**src/rtl/hazard_detection_unit.sv**
```systemverilog
// hazard_detection_unit
// Load-use and taken-branch hazard controller for the 5-stage MIPS-32 core.
// It sits beside the ID/EX pipeline register. It drives the PC and IF/ID
// write enables, the IF/ID flush and the ID/EX bubble controls. It also keeps
// saturating statistics counters for stall cycles and taken-branch events.
//
// Control outputs are combinational from the FSM state and the current inputs,
// so a hazard or a taken branch is answered in the cycle it appears.
// The FSM tracks stalls and flushes that last more than one cycle.
// A 3-bit down-counter holds the number of cycles still to run in STALL/FLUSH.
// Priority in every state is:
//   1. taken branch
//   2. an already running stall/flush
//   3. a new load-use hazard
//
// fsm_state_out is a debug view of the FSM state (0=RUN, 1=STALL, 2=FLUSH).

module hazard_detection_unit #(
  parameter int unsigned LOAD_STALL_CYCLES = 1,
  parameter int unsigned FLUSH_CYCLES      = 1,
  parameter int unsigned CNT_W             = 16
) (
  input  logic             clk,
  input  logic             reset_in,
  input  logic             ID_EX_MemRead_in,
  input  logic [4:0]       ID_EX_Rt_in,
  input  logic [4:0]       IF_ID_Rs_in,
  input  logic [4:0]       IF_ID_Rt_in,
  input  logic             IF_ID_UsesRt_in,
  input  logic             branch_taken_in,
  output logic             PC_Write_out,
  output logic             IF_ID_Write_out,
  output logic             IF_ID_Flush_out,
  output logic             ID_EX_Bubble_out,
  output logic [CNT_W-1:0] stall_count_out,
  output logic [CNT_W-1:0] flush_count_out,
  output logic [1:0]       fsm_state_out
);

  typedef enum logic [1:0] {
    RUN   = 2'd0,
    STALL = 2'd1,
    FLUSH = 2'd2
  } state_t;

  // Value loaded into cnt when a multi-cycle stall/flush starts.
  // The first cycle of a stall/flush is spent in RUN, so cnt counts the
  // cycles that remain after it.
  localparam logic [2:0] STALL_RELOAD = 3'(LOAD_STALL_CYCLES - 1);
  localparam logic [2:0] FLUSH_RELOAD = 3'(FLUSH_CYCLES - 1);
  localparam bit         STALL_MULTI  = (LOAD_STALL_CYCLES > 1);
  localparam bit         FLUSH_MULTI  = (FLUSH_CYCLES > 1);
  localparam logic [CNT_W-1:0] CNT_MAX = {CNT_W{1'b1}};

  state_t     state_q;
  state_t     state_d;
  logic [2:0] cnt_q;
  logic [2:0] cnt_d;

  logic hazard;
  logic rs_match;
  logic rt_match;

  // FSM-driven control values, before the reset override is applied.
  logic fsm_pc_write;
  logic fsm_if_id_write;
  logic fsm_flush;
  logic fsm_bubble;

  // Load-use detection: the load in EX writes a register that ID reads.
  // Register 0 is never a real dependency.
  always_comb begin
    rs_match = (ID_EX_Rt_in == IF_ID_Rs_in);
    rt_match = IF_ID_UsesRt_in && (ID_EX_Rt_in == IF_ID_Rt_in);
    hazard   = ID_EX_MemRead_in && (ID_EX_Rt_in != 5'd0) && (rs_match || rt_match);
  end

  // Next-state and control decode. A taken branch always wins.
  always_comb begin
    state_d         = state_q;
    cnt_d           = cnt_q;
    fsm_pc_write    = 1'b1;
    fsm_if_id_write = 1'b1;
    fsm_flush       = 1'b0;
    fsm_bubble      = 1'b0;

    case (state_q)
      RUN: begin
        if (branch_taken_in) begin
          fsm_flush  = 1'b1;
          fsm_bubble = 1'b1;
          if (FLUSH_MULTI) begin
            state_d = FLUSH;
            cnt_d   = FLUSH_RELOAD;
          end
        end else if (hazard) begin
          fsm_pc_write    = 1'b0;
          fsm_if_id_write = 1'b0;
          fsm_bubble      = 1'b1;
          if (STALL_MULTI) begin
            state_d = STALL;
            cnt_d   = STALL_RELOAD;
          end
        end
      end

      STALL: begin
        if (branch_taken_in) begin
          // The branch kills the instruction in ID, so the stall is dropped.
          fsm_flush  = 1'b1;
          fsm_bubble = 1'b1;
          if (FLUSH_MULTI) begin
            state_d = FLUSH;
            cnt_d   = FLUSH_RELOAD;
          end else begin
            state_d = RUN;
            cnt_d   = 3'd0;
          end
        end else begin
          fsm_pc_write    = 1'b0;
          fsm_if_id_write = 1'b0;
          fsm_bubble      = 1'b1;
          cnt_d           = cnt_q - 3'd1;
          if (cnt_q == 3'd1) begin
            state_d = RUN;
          end
        end
      end

      FLUSH: begin
        fsm_flush  = 1'b1;
        fsm_bubble = 1'b1;
        if (branch_taken_in) begin
          // A fresh branch restarts the full flush window.
          cnt_d = FLUSH_RELOAD;
        end else begin
          cnt_d = cnt_q - 3'd1;
          if (cnt_q == 3'd1) begin
            state_d = RUN;
          end
        end
      end

      default: begin
        state_d = RUN;
        cnt_d   = 3'd0;
      end
    endcase
  end

  // While reset is held, freeze the front end and keep bubbling ID/EX.
  // This takes effect as soon as reset rises, independent of the clock.
  always_comb begin
    if (reset_in) begin
      PC_Write_out     = 1'b0;
      IF_ID_Write_out  = 1'b0;
      IF_ID_Flush_out  = 1'b1;
      ID_EX_Bubble_out = 1'b1;
    end else begin
      PC_Write_out     = fsm_pc_write;
      IF_ID_Write_out  = fsm_if_id_write;
      IF_ID_Flush_out  = fsm_flush;
      ID_EX_Bubble_out = fsm_bubble;
    end
  end

  // State and remaining-cycle register.
  always_ff @(posedge clk or posedge reset_in) begin
    if (reset_in) begin
      state_q <= RUN;
      cnt_q   <= 3'd0;
    end else begin
      state_q <= state_d;
      cnt_q   <= cnt_d;
    end
  end

  // Saturating stall-cycle counter: one count per edge with the PC held.
  always_ff @(posedge clk or posedge reset_in) begin
    if (reset_in) begin
      stall_count_out <= '0;
    end else if (!PC_Write_out && (stall_count_out != CNT_MAX)) begin
      stall_count_out <= stall_count_out + 1'b1;
    end
  end

  // Saturating taken-branch counter: one count per branch_taken_in edge.
  always_ff @(posedge clk or posedge reset_in) begin
    if (reset_in) begin
      flush_count_out <= '0;
    end else if (branch_taken_in && (flush_count_out != CNT_MAX)) begin
      flush_count_out <= flush_count_out + 1'b1;
    end
  end

  assign fsm_state_out = state_q;

endmodule

```
**config.mk**
```make
export PLATFORM = sky130hd
export DESIGN_NAME = hazard_detection_unit
export DESIGN_NICKNAME = d
export VERILOG_FILES = /design/src/rtl/hazard_detection_unit.sv
export SDC_FILE = /design/constraint.sdc
export NUM_CORES = 1
export LEC_CHECK = 0
export ABC_AREA = 1
export CAP_MARGIN = 20
export CORE_MARGIN = 8
export CORE_UTILIZATION = 37
export CTS_BUF_LIST = sky130_fd_sc_hd__clkbuf_2 sky130_fd_sc_hd__clkbuf_4 sky130_fd_sc_hd__clkbuf_8
export DETAILED_ROUTE_END_ITERATION = 12
export PLACE_DENSITY = 0.66
export SKIP_LAST_GASP = 1
export SLEW_MARGIN = 40
export SYNTH_ARGS = -nofsm -noshare
export SYNTH_HDL_FRONTEND = slang
export SYNTH_SLANG_ARGS = --single-unit
```
**constraint.sdc**
```tcl
create_clock -name clk -period 2.36 [get_ports clk]
set_clock_uncertainty 0.2 [all_clocks]
set_input_delay 0.236 -clock clk [delete_from_list [all_inputs] [get_ports clk]]
set_output_delay 0.236 -clock clk [all_outputs]
set_load 0.01 [all_outputs]
```
==> results.yml <==
setup_path:
  reg2reg_slack_ps: 320
  cp.required_ps: 1920
  worstPathArrival_ps: 1800
  r2r_end: "stall_count_out[11]"
  r2r-start: "stall_count_out[0]"
  worstSetupEndpointType: "primary output"
  cp-start-kind: "register"
  rr_worst_depth: 9
  critical_path_class: "reg -> out"
  worst-path-max-fanout: 7
synthesis:
  synth-compound-area-share: 0.0284
  synthTopCellsByCount: "nand2_1 (97), dfrtp_1 (37), inv_1 (36), nand3_1 (28), nor2_1 (23)"
  synth_area_um2: 2290
  synth_cell_type_count: 26
  yosys.area.top_type: "dfrtp_1"
  synthesis.nets: 330
  async_reset_ff_frac: 1.00
  synthSimpleGateAreaFrac: 0.337
  synthXorXnorAreaFrac: 0.111
  syn_avg_cell_area_um2: 7.58
  synthCells: 302
  ys_warn_count: 0
  synth_top_family_by_area: "simple AND/OR/NAND/NOR gates"
  synth_fa_ha_area_frac: 0.0437
  dominantRegCellSynth: "dfrtp_1"
  yosys.cell_count.top_type: "nand2_1"
  ys_top_cells_by_area: "dfrtp_1 (40%), nand2_1 (16%), xor2_1 (6.5%)"
  synth_top_area_share: 0.404
  synth.mux.area_fraction: 0
  yosys_register_bits: 37
  ys_seq_area_frac: 0.404
  synth-edff-count: 0
placed_design:
  gp_congestion: 0.771
  place_inst: 435
  hpwl_um: 4200
  numPortBuffers: 57
die:
  num_rows: 28
  io_pins: 58
  die_h_um: 94.7
  core_area_um2: 5960
  die-area_um2: 8960
  die_w_um: 94.7
  start_util: 0.384
run_status:
  status: "complete, no violations"
sta:
  rsz0062_at_grt: "no"
  fmax_mhz: 448
  max_slew_margin: 0.693
  tightest_slew_ps: 456
  hold-worst-slack_ps: 28.5
  finalCritPeriodShare: 0.946
  maxSlewViolCount: 0
  period_needed_ps: 2230
  setup_viol: 0
  finalSetupTns_ps: 0
  hold_viol_final: 0
clock_tree:
  clkLatencyLatePin_ps: 300
  clk_pin_slew_ps: 80
  clockBufferDepth: 2
  cts_tree: "done"
  cts_setup_buffers: 0
  htreeDepth: 2
  root_buffer: "clkbuf_8"
  cts.sinks: 37
  cts_buffers: 5
route:
  drt-pass1-iter-count: 3
  drt_iter0_drc: 54
  drt-total-wl_um: 5500
  drc: 0
  vias_per_cell: 4.70
  num_vias: 2084
  detail-route-antenna-nets: 0
  wire_per_inst_um: 12.4
grt:
  grt_pass1_wl_um: 9290
  antenna_found_initial: 0
  grt_max_degree: 24
  track_usage: 0.128
  first_global_vias: 2041
  grt-ovfl-total: 0
finish:
  area_growth_syn_to_layout_pct: 35.8
  n_antenna_cell: 0
  finalCoreUtilization: 0.522
  nets: 395
  drive_gt1_frac: 0.0734
  final_cells: 443
power_and_ir_drop:
  ir_worst_vdd_mv: 0.574
  total_power_mw: 2.07
  power.density_nw_per_um2: 666
  leakagePower_nw: 1.54
job:
  drv_cap: 0
hold_path:
  hp-class: "in -> async"
critical path, cell delays in order (launching register included):
cell,delay [ps]
dfrtp_1,420
inv_1,150
ha_2,230
inv_2,70
a21oi_1,150
nand2_2,90
nand2_4,70
inv_1,50
dlygate4sd2_1,280
layer usage:
metal | vias to the layer above | wire length [um] | GRT usage
li1 | 1082 | - | -
met1 | 966 | 2550 | 0.152
met2 | 31 | 2600 | 0.213
met3 | 5 | 297 | 0.0452
met4 | 0 | 45 | 0.0390
met5 | - | 0 | 0
sequential cells by signal, indices dropped and copies added (netlist names):
signal and cells:
flush_count_out 16, cnt_q 3, stall_count_out 16, fsm_state_out 2
area by class of cell:
| class | count | area, um2 |
|---|---|---|
| clock inverter | 3 | 68.8 |
| multi-input combinational | 223 | 1200 |
| inverter | 38 | 143 |
| fill | 597 | 2850 |
| sequential | 37 | 926 |
| tap | 75 | 93.8 |
| timing repair buffer | 62 | 613 |
| clock buffer | 5 | 68.8 |
stage by stage:
stage	area (um2)	setup slack (ps)
final	3110	128
after detailed placement	2960	-174
after global routing	3110	8.12
after global placement	2960	-124
after CTS	3090	64.7
after floorplan	2290	211
worst max path at each step:
stage,slack (ps),endpoint,from
after floorplan,210,PC_Write_out,reset_in
after global placement,-120,ID_EX_Bubble_out,ID_EX_Rt_in[2]
after detailed placement,-170,ID_EX_Bubble_out,ID_EX_Rt_in[2]
after CTS,60,PC_Write_out,ID_EX_Rt_in[2]
after global routing,8,ID_EX_Bubble_out,ID_EX_Rt_in[1]
final,130,IF_ID_Write_out,fsm_state_out[1]
power by group:
part / internal [mW] / switching [mW]
sequential: 0.723 / 0.120
clock: 0.426 / 0.255
combinational: 0.290 / 0.259
total: 1.44 / 0.633
repair_timing:
action / CTS / global route
hold buffers: 0 / 0
resized for setup: 4 / 7
pin swaps: 0 / 1
setup endpoints to repair: 3 / 3
layout by cell type (no fill, tap or decap):
| cell type | netlist | layout |
|---|---|---|
| nand2_1 | 97 | 96 |
| clkdlybuf4s50_1 | 0 | 51 |
| dfrtp_1 | 37 | 37 |
| inv_1 | 36 | 35 |
| nand3_1 | 28 | 28 |
| nor2_1 | 23 | 22 |
| xor2_1 | 17 | 17 |
| xnor2_1 | 12 | 12 |
| nand4_1 | 7 | 7 |
| nor3_1 | 7 | 7 |
| ha_1 | 8 | 7 |
| o21ai_0 | 6 | 6 |
| clkbuf_8 | 0 | 5 |
| buf_4 | 2 | 5 |
| inv_2 | 2 | 3 |
| a21oi_1 | 3 | 3 |
| nand2_2 | 2 | 3 |
| nand2_4 | 3 | 3 |
| dlymetal6s2s_1 | 0 | 3 |
| nor2_2 | 1 | 2 |
| nor4_1 | 2 | 2 |
| nand3b_1 | 2 | 2 |
| bufinv_16 | 0 | 2 |
| dlygate4sd2_1 | 0 | 2 |
| nor3_2 | 1 | 1 |
| nor2_4 | 1 | 1 |
| o22ai_1 | 1 | 1 |
| a31oi_1 | 1 | 1 |
| o21bai_1 | 1 | 1 |
| ha_2 | 0 | 1 |
| inv_6 | 0 | 1 |
| clkdlybuf4s15_1 | 0 | 1 |
cells by family after synthesis:
family | after synthesis
AOI/OAI and AO/OA | 12
DFF | 37
xor gates and xnor gates | 29
and+or+nand+nor | 174
buffers and inverters | 42
adders and majority gates | 8
No activity file was read; power rests on OpenSTA's default activity.
